**src/rtl/pkt_router_pipelined_if.sv**
```systemverilog
// ---------------------------------------------------------------------------
// pkt_router_pipelined_if
//   Packet handshake bundle between the packet input path, the router and the
//   per-channel transmit queues.
//
//   pkt_in_data_in    PACKET_BITS                 packet offered to the router
//   pkt_in_vld_in     1                           input valid
//   pkt_in_rdy_out    1                           router can accept this cycle
//   pkt_out_data_out  NUM_CHANNELS x PACKET_BITS  per-channel output packet
//   pkt_out_vld_out   NUM_CHANNELS                per-channel output valid
//   pkt_out_rdy_in    NUM_CHANNELS                per-channel downstream ready
//
//   master: the side that feeds packets in and drains the channels.
//   slave : the router itself.
// ---------------------------------------------------------------------------
interface pkt_router_pipelined_if #(
    parameter int PACKET_BITS  = 72,
    parameter int NUM_CHANNELS = 8
);
    logic [PACKET_BITS-1:0]                    pkt_in_data_in;
    logic                                      pkt_in_vld_in;
    logic                                      pkt_in_rdy_out;
    logic [NUM_CHANNELS-1:0][PACKET_BITS-1:0]  pkt_out_data_out;
    logic [NUM_CHANNELS-1:0]                   pkt_out_vld_out;
    logic [NUM_CHANNELS-1:0]                   pkt_out_rdy_in;

    modport master (
        output pkt_in_data_in,
        output pkt_in_vld_in,
        output pkt_out_rdy_in,
        input  pkt_in_rdy_out,
        input  pkt_out_data_out,
        input  pkt_out_vld_out
    );

    modport slave (
        input  pkt_in_data_in,
        input  pkt_in_vld_in,
        input  pkt_out_rdy_in,
        output pkt_in_rdy_out,
        output pkt_out_data_out,
        output pkt_out_vld_out
    );
endinterface

```
**src/rtl/pkt_router_pipelined.sv**
```systemverilog
// ---------------------------------------------------------------------------
// pkt_router_pipelined
//   Pipelined ternary-table packet router. Each accepted packet is looked up
//   against NUM_RREGS key/mask entries (lowest index wins) and forwarded into
//   one of NUM_CHANNELS registered output slots. Table misses are dropped, as
//   are packets blocked on a busy channel for reg_drop_wait_in cycles.
//
//   clk               clock, rising edge
//   reset_n           synchronous active-low reset
//   reg_key_in        NUM_RREGS x 32  table keys
//   reg_mask_in       NUM_RREGS x 32  table masks
//   reg_route_in      NUM_RREGS x RW  destination channel per entry
//   reg_drop_wait_in  32              blocked-packet timeout, 0 = wait forever
//   bus               packet handshakes (slave side of the interface)
//   rt_cnt_out        one-cycle pulse per routed packet
//   dr_cnt_out        one-cycle pulse per dropped packet
// ---------------------------------------------------------------------------
module pkt_router_pipelined #(
    parameter int  PACKET_BITS  = 72,
    parameter int  NUM_RREGS    = 16,
    parameter int  KEY_LSB      = 8,
    parameter int  NUM_CHANNELS = 8,
    localparam int RW           = $clog2(NUM_CHANNELS)
) (
    input  logic                           clk,
    input  logic                           reset_n,
    input  logic [NUM_RREGS-1:0][31:0]     reg_key_in,
    input  logic [NUM_RREGS-1:0][31:0]     reg_mask_in,
    input  logic [NUM_RREGS-1:0][RW-1:0]   reg_route_in,
    input  logic [31:0]                    reg_drop_wait_in,
    pkt_router_pipelined_if.slave          bus,
    output logic                           rt_cnt_out,
    output logic                           dr_cnt_out
);

    typedef enum logic {
        S1_IDLE,
        S1_WAIT
    } s1_state_t;

    s1_state_t                                 s1_state;
    logic                                      s1_vld;
    logic [PACKET_BITS-1:0]                    s1_data;
    logic                                      s1_hit;
    logic [RW-1:0]                             s1_route;
    logic [31:0]                               wait_cnt;

    logic [NUM_CHANNELS-1:0]                   out_vld;
    logic [NUM_CHANNELS-1:0][PACKET_BITS-1:0]  out_data;

    logic [31:0]                               in_key;
    logic                                      lk_hit;
    logic [RW-1:0]                             lk_route;
    logic [NUM_CHANNELS-1:0]                   out_free;
    logic [31:0]                               cur_wait;
    logic                                      s1_blocked;
    logic                                      s1_fwd;
    logic                                      s1_timeout;
    logic                                      s1_drop;
    logic                                      s1_leaves;
    logic                                      accept;

    assign in_key = bus.pkt_in_data_in[KEY_LSB +: 32];

    // Table lookup on the incoming packet. Walking from the top index down
    // lets the lowest-indexed hit overwrite the others. An entry whose key has
    // bits outside its mask can never match, which is how entries are
    // disabled. A winning route that names a non-existent channel is a miss.
    always_comb begin
        lk_hit   = 1'b0;
        lk_route = '0;
        for (int e = NUM_RREGS - 1; e >= 0; e--) begin
            if ((in_key & reg_mask_in[e]) == reg_key_in[e]) begin
                lk_hit   = 1'b1;
                lk_route = reg_route_in[e];
            end
        end
        if (int'(lk_route) >= NUM_CHANNELS) begin
            lk_hit = 1'b0;
        end
    end

    // A channel slot can take a packet if it is empty or is being drained
    // this very cycle. The wait count only means something while in WAIT.
    assign out_free   = ~out_vld | bus.pkt_out_rdy_in;
    assign cur_wait   = (s1_state == S1_WAIT) ? wait_cnt : 32'd0;
    assign s1_blocked = s1_vld && s1_hit && !out_free[s1_route];
    assign s1_fwd     = s1_vld && s1_hit && out_free[s1_route];
    assign s1_timeout = s1_blocked && (reg_drop_wait_in != 32'd0)
                        && (cur_wait == reg_drop_wait_in - 32'd1);
    assign s1_drop    = s1_vld && (!s1_hit || s1_timeout);
    assign s1_leaves  = s1_fwd || s1_drop;

    assign bus.pkt_in_rdy_out = reset_n && (!s1_vld || s1_leaves);
    assign accept             = bus.pkt_in_vld_in && bus.pkt_in_rdy_out;

    // Lookup register and its IDLE/WAIT controller. The table result is
    // frozen at accept, so later table writes never retarget a held packet.
    // A new packet may be captured in the same cycle the old one leaves,
    // which is what keeps the input at one packet per cycle. The event
    // pulses are registered here so they are glitch-free; forward and drop
    // are mutually exclusive, so the two pulses never coincide.
    always_ff @(posedge clk) begin
        if (!reset_n) begin
            s1_state   <= S1_IDLE;
            s1_vld     <= 1'b0;
            s1_data    <= '0;
            s1_hit     <= 1'b0;
            s1_route   <= '0;
            wait_cnt   <= '0;
            rt_cnt_out <= 1'b0;
            dr_cnt_out <= 1'b0;
        end else begin
            rt_cnt_out <= s1_fwd;
            dr_cnt_out <= s1_drop;

            if (accept) begin
                s1_vld   <= 1'b1;
                s1_data  <= bus.pkt_in_data_in;
                s1_hit   <= lk_hit;
                s1_route <= lk_route;
            end else if (s1_leaves) begin
                s1_vld   <= 1'b0;
            end

            if (s1_blocked && !s1_timeout) begin
                s1_state <= S1_WAIT;
                if (wait_cnt != '1) begin
                    wait_cnt <= wait_cnt + 32'd1;
                end
            end else begin
                s1_state <= S1_IDLE;
                wait_cnt <= '0;
            end
        end
    end

    // Per-channel output slots. A slot that is drained and refilled in the
    // same cycle stays valid, allowing back-to-back packets on one channel.
    // Data is only ever written on a fill, so it holds until the transfer.
    always_ff @(posedge clk) begin
        for (int c = 0; c < NUM_CHANNELS; c++) begin
            if (!reset_n) begin
                out_vld[c]  <= 1'b0;
                out_data[c] <= '0;
            end else if (s1_fwd && (s1_route == RW'(c))) begin
                out_vld[c]  <= 1'b1;
                out_data[c] <= s1_data;
            end else if (bus.pkt_out_rdy_in[c]) begin
                out_vld[c]  <= 1'b0;
            end
        end
    end

    assign bus.pkt_out_vld_out  = out_vld;
    assign bus.pkt_out_data_out = out_data;

endmodule

```
**src/flat_wrapper.sv**
```systemverilog
// flat-port wrapper written by rule: the top's interface ports become plain ports
module pkt_router_pipelined_flat 
#(
    parameter int  PACKET_BITS  = 72,
    parameter int  NUM_RREGS    = 16,
    parameter int  KEY_LSB      = 8,
    parameter int  NUM_CHANNELS = 8,
    localparam int RW           = $clog2(NUM_CHANNELS)
)
  (clk, reset_n, reg_key_in, reg_mask_in, reg_route_in, reg_drop_wait_in, rt_cnt_out, dr_cnt_out, bus_pkt_in_data_in, bus_pkt_in_vld_in, bus_pkt_out_rdy_in, bus_pkt_in_rdy_out, bus_pkt_out_data_out, bus_pkt_out_vld_out);
  pkt_router_pipelined_if #(.PACKET_BITS(PACKET_BITS), .NUM_CHANNELS(NUM_CHANNELS)) bus_i ();
  input  logic clk;
  input  logic reset_n;
  input  logic [NUM_RREGS-1:0][31:0] reg_key_in;
  input  logic [NUM_RREGS-1:0][31:0] reg_mask_in;
  input  logic [NUM_RREGS-1:0][RW-1:0] reg_route_in;
  input  logic [31:0] reg_drop_wait_in;
  output logic rt_cnt_out;
  output logic dr_cnt_out;
  input wire logic [$bits(bus_i.pkt_in_data_in)-1:0] bus_pkt_in_data_in;
  input wire logic [$bits(bus_i.pkt_in_vld_in)-1:0] bus_pkt_in_vld_in;
  input wire logic [$bits(bus_i.pkt_out_rdy_in)-1:0] bus_pkt_out_rdy_in;
  output wire logic [$bits(bus_i.pkt_in_rdy_out)-1:0] bus_pkt_in_rdy_out;
  output wire logic [$bits(bus_i.pkt_out_data_out)-1:0] bus_pkt_out_data_out;
  output wire logic [$bits(bus_i.pkt_out_vld_out)-1:0] bus_pkt_out_vld_out;
  assign bus_i.pkt_in_data_in = bus_pkt_in_data_in;
  assign bus_i.pkt_in_vld_in = bus_pkt_in_vld_in;
  assign bus_i.pkt_out_rdy_in = bus_pkt_out_rdy_in;
  assign bus_pkt_in_rdy_out = bus_i.pkt_in_rdy_out;
  assign bus_pkt_out_data_out = bus_i.pkt_out_data_out;
  assign bus_pkt_out_vld_out = bus_i.pkt_out_vld_out;
  pkt_router_pipelined #(.PACKET_BITS(PACKET_BITS), .NUM_RREGS(NUM_RREGS), .KEY_LSB(KEY_LSB), .NUM_CHANNELS(NUM_CHANNELS)) u_core (.clk(clk), .reset_n(reset_n), .reg_key_in(reg_key_in), .reg_mask_in(reg_mask_in), .reg_route_in(reg_route_in), .reg_drop_wait_in(reg_drop_wait_in), .bus(bus_i), .rt_cnt_out(rt_cnt_out), .dr_cnt_out(dr_cnt_out));
endmodule
```
**config.mk**
```make
export PLATFORM = sky130hd
export DESIGN_NAME = pkt_router_pipelined_flat
export DESIGN_NICKNAME = d
export VERILOG_FILES = /design/src/rtl/pkt_router_pipelined_if.sv /design/src/rtl/pkt_router_pipelined.sv /design/src/flat_wrapper.sv
export SDC_FILE = /design/constraint.sdc
export NUM_CORES = 2
export LEC_CHECK = 0
export BUFFER_PORTS_ARGS = -buffer_cell sky130_fd_sc_hd__buf_2
export CAP_MARGIN = 20
export CORE_AREA = 8 8 695 697
export DETAILED_ROUTE_END_ITERATION = 10
export DIE_AREA = 0 0 703 705
export REMOVE_ABC_BUFFERS = 1
export SLEW_MARGIN = 25
export SYNTH_ARGS = -nofsm -noshare
export SYNTH_HDL_FRONTEND = slang
export SYNTH_SLANG_ARGS = --single-unit
```
**constraint.sdc**
```tcl
create_clock -name clk -period 12.8 [get_ports clk]
set_input_delay 2.56 -clock clk [delete_from_list [all_inputs] [get_ports clk]]
set_output_delay 2.56 -clock clk [all_outputs]
set_load 0.02 [all_outputs]
```
==> flow_summary.yaml <==
status:
  status: "finished, final reports clean"
routing:
  first_pass_iters: 8
  wl_per_cell_um: 34.0
  antenna_left: 0
  drt_iter0_drc: 6256
  via_count: 50647
  drc: 0
  routed_wl_um: 457000
  viasPerCell: 3.78
synthesis:
  synthAdderAreaFrac_pct: 0.104
  synth_edf_count: 0
  synth_compound_area_share_pct: 25.8
  synth_top_family_by_area: "simple AND/OR/NAND/NOR gates"
  synthXorXnorAreaFrac_pct: 1.60
  ys_ff_latch: 696
  netlist_instances: 4941
  yosysWarningCount: 0
  syn-mean-instance-area_sq_um: 7.32
  syn_area_sq_um: 36200
  muxShareOfSynthArea_pct: 0.197
  ys_types: 71
  ys_seq_area_share_pct: 38.5
  yosys.area_share.simple_pct: 29.0
  async_reset_ff_share_pct: 0
  synth_ff_type: "dfxtp_1"
min_path:
  hp-start: "u_core.bus.pkt_out_data_out[519]$_SDFFE_PN0P_"
  min_path_cells: 2
  min_to: "u_core.bus.pkt_out_data_out[519]$_SDFFE_PN0P_"
  min_path_type: "reg -> reg"
sta:
  hold_violations: 0
  fmax_mhz: 110
  rsz0062_at_grt: "false"
  whs_ns: 0.450
  setup_viol: 0
  timing.final.crit_share_pct: 70.9
  finalMaxSlewViolations: 0
  tightest_slew_ns: 1.13
  slew_headroom_pct: 24.0
  fin_setup_tns_ns: 0
  skew_ns: 0.0893
  finalCriticalPeriod_ns: 9.08
cts:
  worstSkewPairLatency_ns: 0.85
  tritoncts: "yes"
  cts-root-buf: "clkbuf_16"
  clk_pin_slew_worst_paths_ns: 0.05
  htreeDepth: 3
  cts_hold_buf: 0
  cts_resized: 0
  numCtsBuffers: 89
  numClockSinks: 696
  clock_path_buffers: 4
  cts_post_setup_buffers_inserted: 0
floorplanning:
  core_area_sq_um: 472000
  die_area_sq_um: 496000
  num_io_pins: 1774
  die_w_um: 703
  rows: 253
  die_y_um: 705
  start_util_pct: 7.66
setup_path:
  reg2reg_slack_ns: 7.71
  path_cells: "buf_2 -> inv_1 -> ha_1 -> or3b_2 -> nor3_2 -> a41oi_1 -> or4_1 -> or4_1 -> nor4_2 -> a21o_4 -> and2_1 -> buf_2"
  reg2reg_depth: 12
  crit_family: "simple AND/OR/NAND/NOR gates"
  reg2reg_from: "u_core.s1_route[1]$_SDFFE_PN0P_"
  crit_required_ns: 10.24
  worst-path-buf-inv: 3
  crit_path_max_incr_delay_ns: 0.53
  r2r_end: "u_core.s1_data[57]$_SDFFE_PN0P_"
  critPathSlowestCell: "or3b_2"
  crit_fanout: 6
  cp.arrival_ns: 6.52
  start_kind: "input port"
  path_class: "in -> out"
  worst_setup_path_end_kind: "output port"
cells_and_area:
  mostFrequentLayoutCell: "buf_2"
  layout_common_cells: "buf_2 (1749), nand2_1 (1281), a21oi_1 (859)"
  layout-drive-gt1-share_pct: 31.5
  nNetsFinal: 7684
  num-fill-cells: 55304
  final_cells: 13416
  syn_to_final_growth_pct: 56.7
grt:
  grt_pass1_wl_um: 546000
  grt_start_max_net_pins: 109
  antenna_found_initial: 613
  grt_pass1_vias: 43009
  overflow: 0
  grt_usage_pct: 17.4
flow_run:
  drv_cap: 0
placement:
  dpl.cell_count: 12649
  dp_hpwl_um: 386000
  gp_congestion: 1.05
  io_buffers: 1773
power_and_ir_drop:
  p_per_area_nw_per_um2: 99.1
  vdd_drop_max_uv: 124
  leakage_uw: 0.0228
## worst register-to-register path: stages, from the launching register on
cell      delay [ns]
dfxtp_1         0.30
buf_4           0.20
inv_1           0.31
nand2_1         0.30
o2111a_1        0.39
or4_1           0.55
or4_1           0.45
nor4_2          0.40
a21o_4          0.32
buf_4           0.67
buf_4           0.76
nand3_1         0.21
o21ai_1         0.11
## logic make-up after synthesis
family / count (synthesis)
simple gates: 2199
xor+xnor: 66
fa+ha+maj: 3
flops: 696
compound gates: 1533
mux: 7
buf+inv: 437
## final cells by class
type,instances,area [sq um],share of cell area [%]
Multi-Input combinational cell,3808,20700,36.6
Sequential cell,696,13900,24.6
Timing Repair Buffer,1874,9720,17.1
Tap cell,6247,7820,13.8
Clock buffer,127,2540,4.48
Antenna cell,608,1520,2.68
Clock inverter,31,294,0.519
Inverter,25,101,0.179
## routing by layer
metal / GRT usage [%] / wire length [um] / part of all wire [%] / vias to the layer above
li1: - / - / - / 21298
met1: 19.5 / 173000 / 38 / 24236
met4: 12.3 / 37300 / 8.2 / 114
met2: 28.1 / 209000 / 46 / 3704
met5: 0 / 753 / 0.16 / -
met3: 4.98 / 37000 / 8.1 / 1295
## worst max-delay path by stage
stage	endpoint	startpoint	slack, ns	depth (start not counted)
6_report	bus_pkt_in_rdy_out	reg_drop_wait_in[0]	3.72	12
5_1_grt	bus_pkt_in_rdy_out	reg_drop_wait_in[0]	3.54	12
3_5_place_dp	bus_pkt_in_rdy_out	reg_drop_wait_in[0]	3.77	12
3_3_place_gp	bus_pkt_in_rdy_out	reg_drop_wait_in[0]	3.81	12
4_1_cts	bus_pkt_in_rdy_out	reg_drop_wait_in[0]	3.75	12
2_1_floorplan	u_core.s1_route[1]$_SDFFE_PN0P_	reset_n	-6.77	4
## stage by stage
stage	util, %	instance area (sq um)	power, uW	worst slack, ns
CTS	11.7	55100	5700	3.75
finish	12.0	56700	5620	3.72
global route	11.9	56100	5810	3.54
floorplan	-	34600	2500	-6.77
global placement	11.1	52300	3100	3.81
detailed placement	11.1	52300	3110	3.77
## cell usage after synthesis (6+ instances only)
library cell | count | area, sq um
nand4_1 | 85 | 532
nor4_1 | 24 | 150
mux2i_1 | 6 | 60.1
and4_1 | 6 | 52.6
o21ai_0 | 52 | 260
xnor2_1 | 30 | 263
and3_1 | 267 | 1670
and3b_1 | 131 | 1150
a221oi_1 | 6 | 52.6
a21oi_1 | 859 | 4300
or3_1 | 9 | 56.3
a211oi_1 | 130 | 976
dfxtp_1 | 696 | 13900
nand2b_1 | 23 | 144
clkbuf_1 | 387 | 1450
o211ai_1 | 11 | 82.6
nor2_1 | 74 | 278
or2_2 | 8 | 50.1
o22a_1 | 129 | 1130
nand3_1 | 224 | 1120
a21o_1 | 129 | 968
inv_1 | 25 | 93.8
nor2b_1 | 6 | 37.5
o21ai_1 | 38 | 190
nor3b_1 | 6 | 45.0
xor2_1 | 36 | 315
a21boi_0 | 129 | 968
or4_1 | 10 | 75.1
buf_2 | 17 | 85.1
nor3_1 | 15 | 75.1
nand2_1 | 1281 | 4810
## registers in the layout (all words and copies together) (netlist names)
signal / cells
u_core.bus.pkt_out_data_out: 576
u_core.bus.pkt_out_vld_out: 8
u_core.dr_cnt_out: 1
u_core.rt_cnt_out: 1
u_core.s1_data: 72
u_core.s1_hit: 1
u_core.s1_route: 3
u_core.s1_state: 1
u_core.s1_vld: 1
u_core.wait_cnt: 32
## report_power, final
group / internal [uW] / switching [uW] / total, uW
Sequential: 2190 / 79.1 / 2270
Combinational: 285 / 524 / 809
Clock: 1420 / 1130 / 2540
Power figures use the tool's default switching activity.
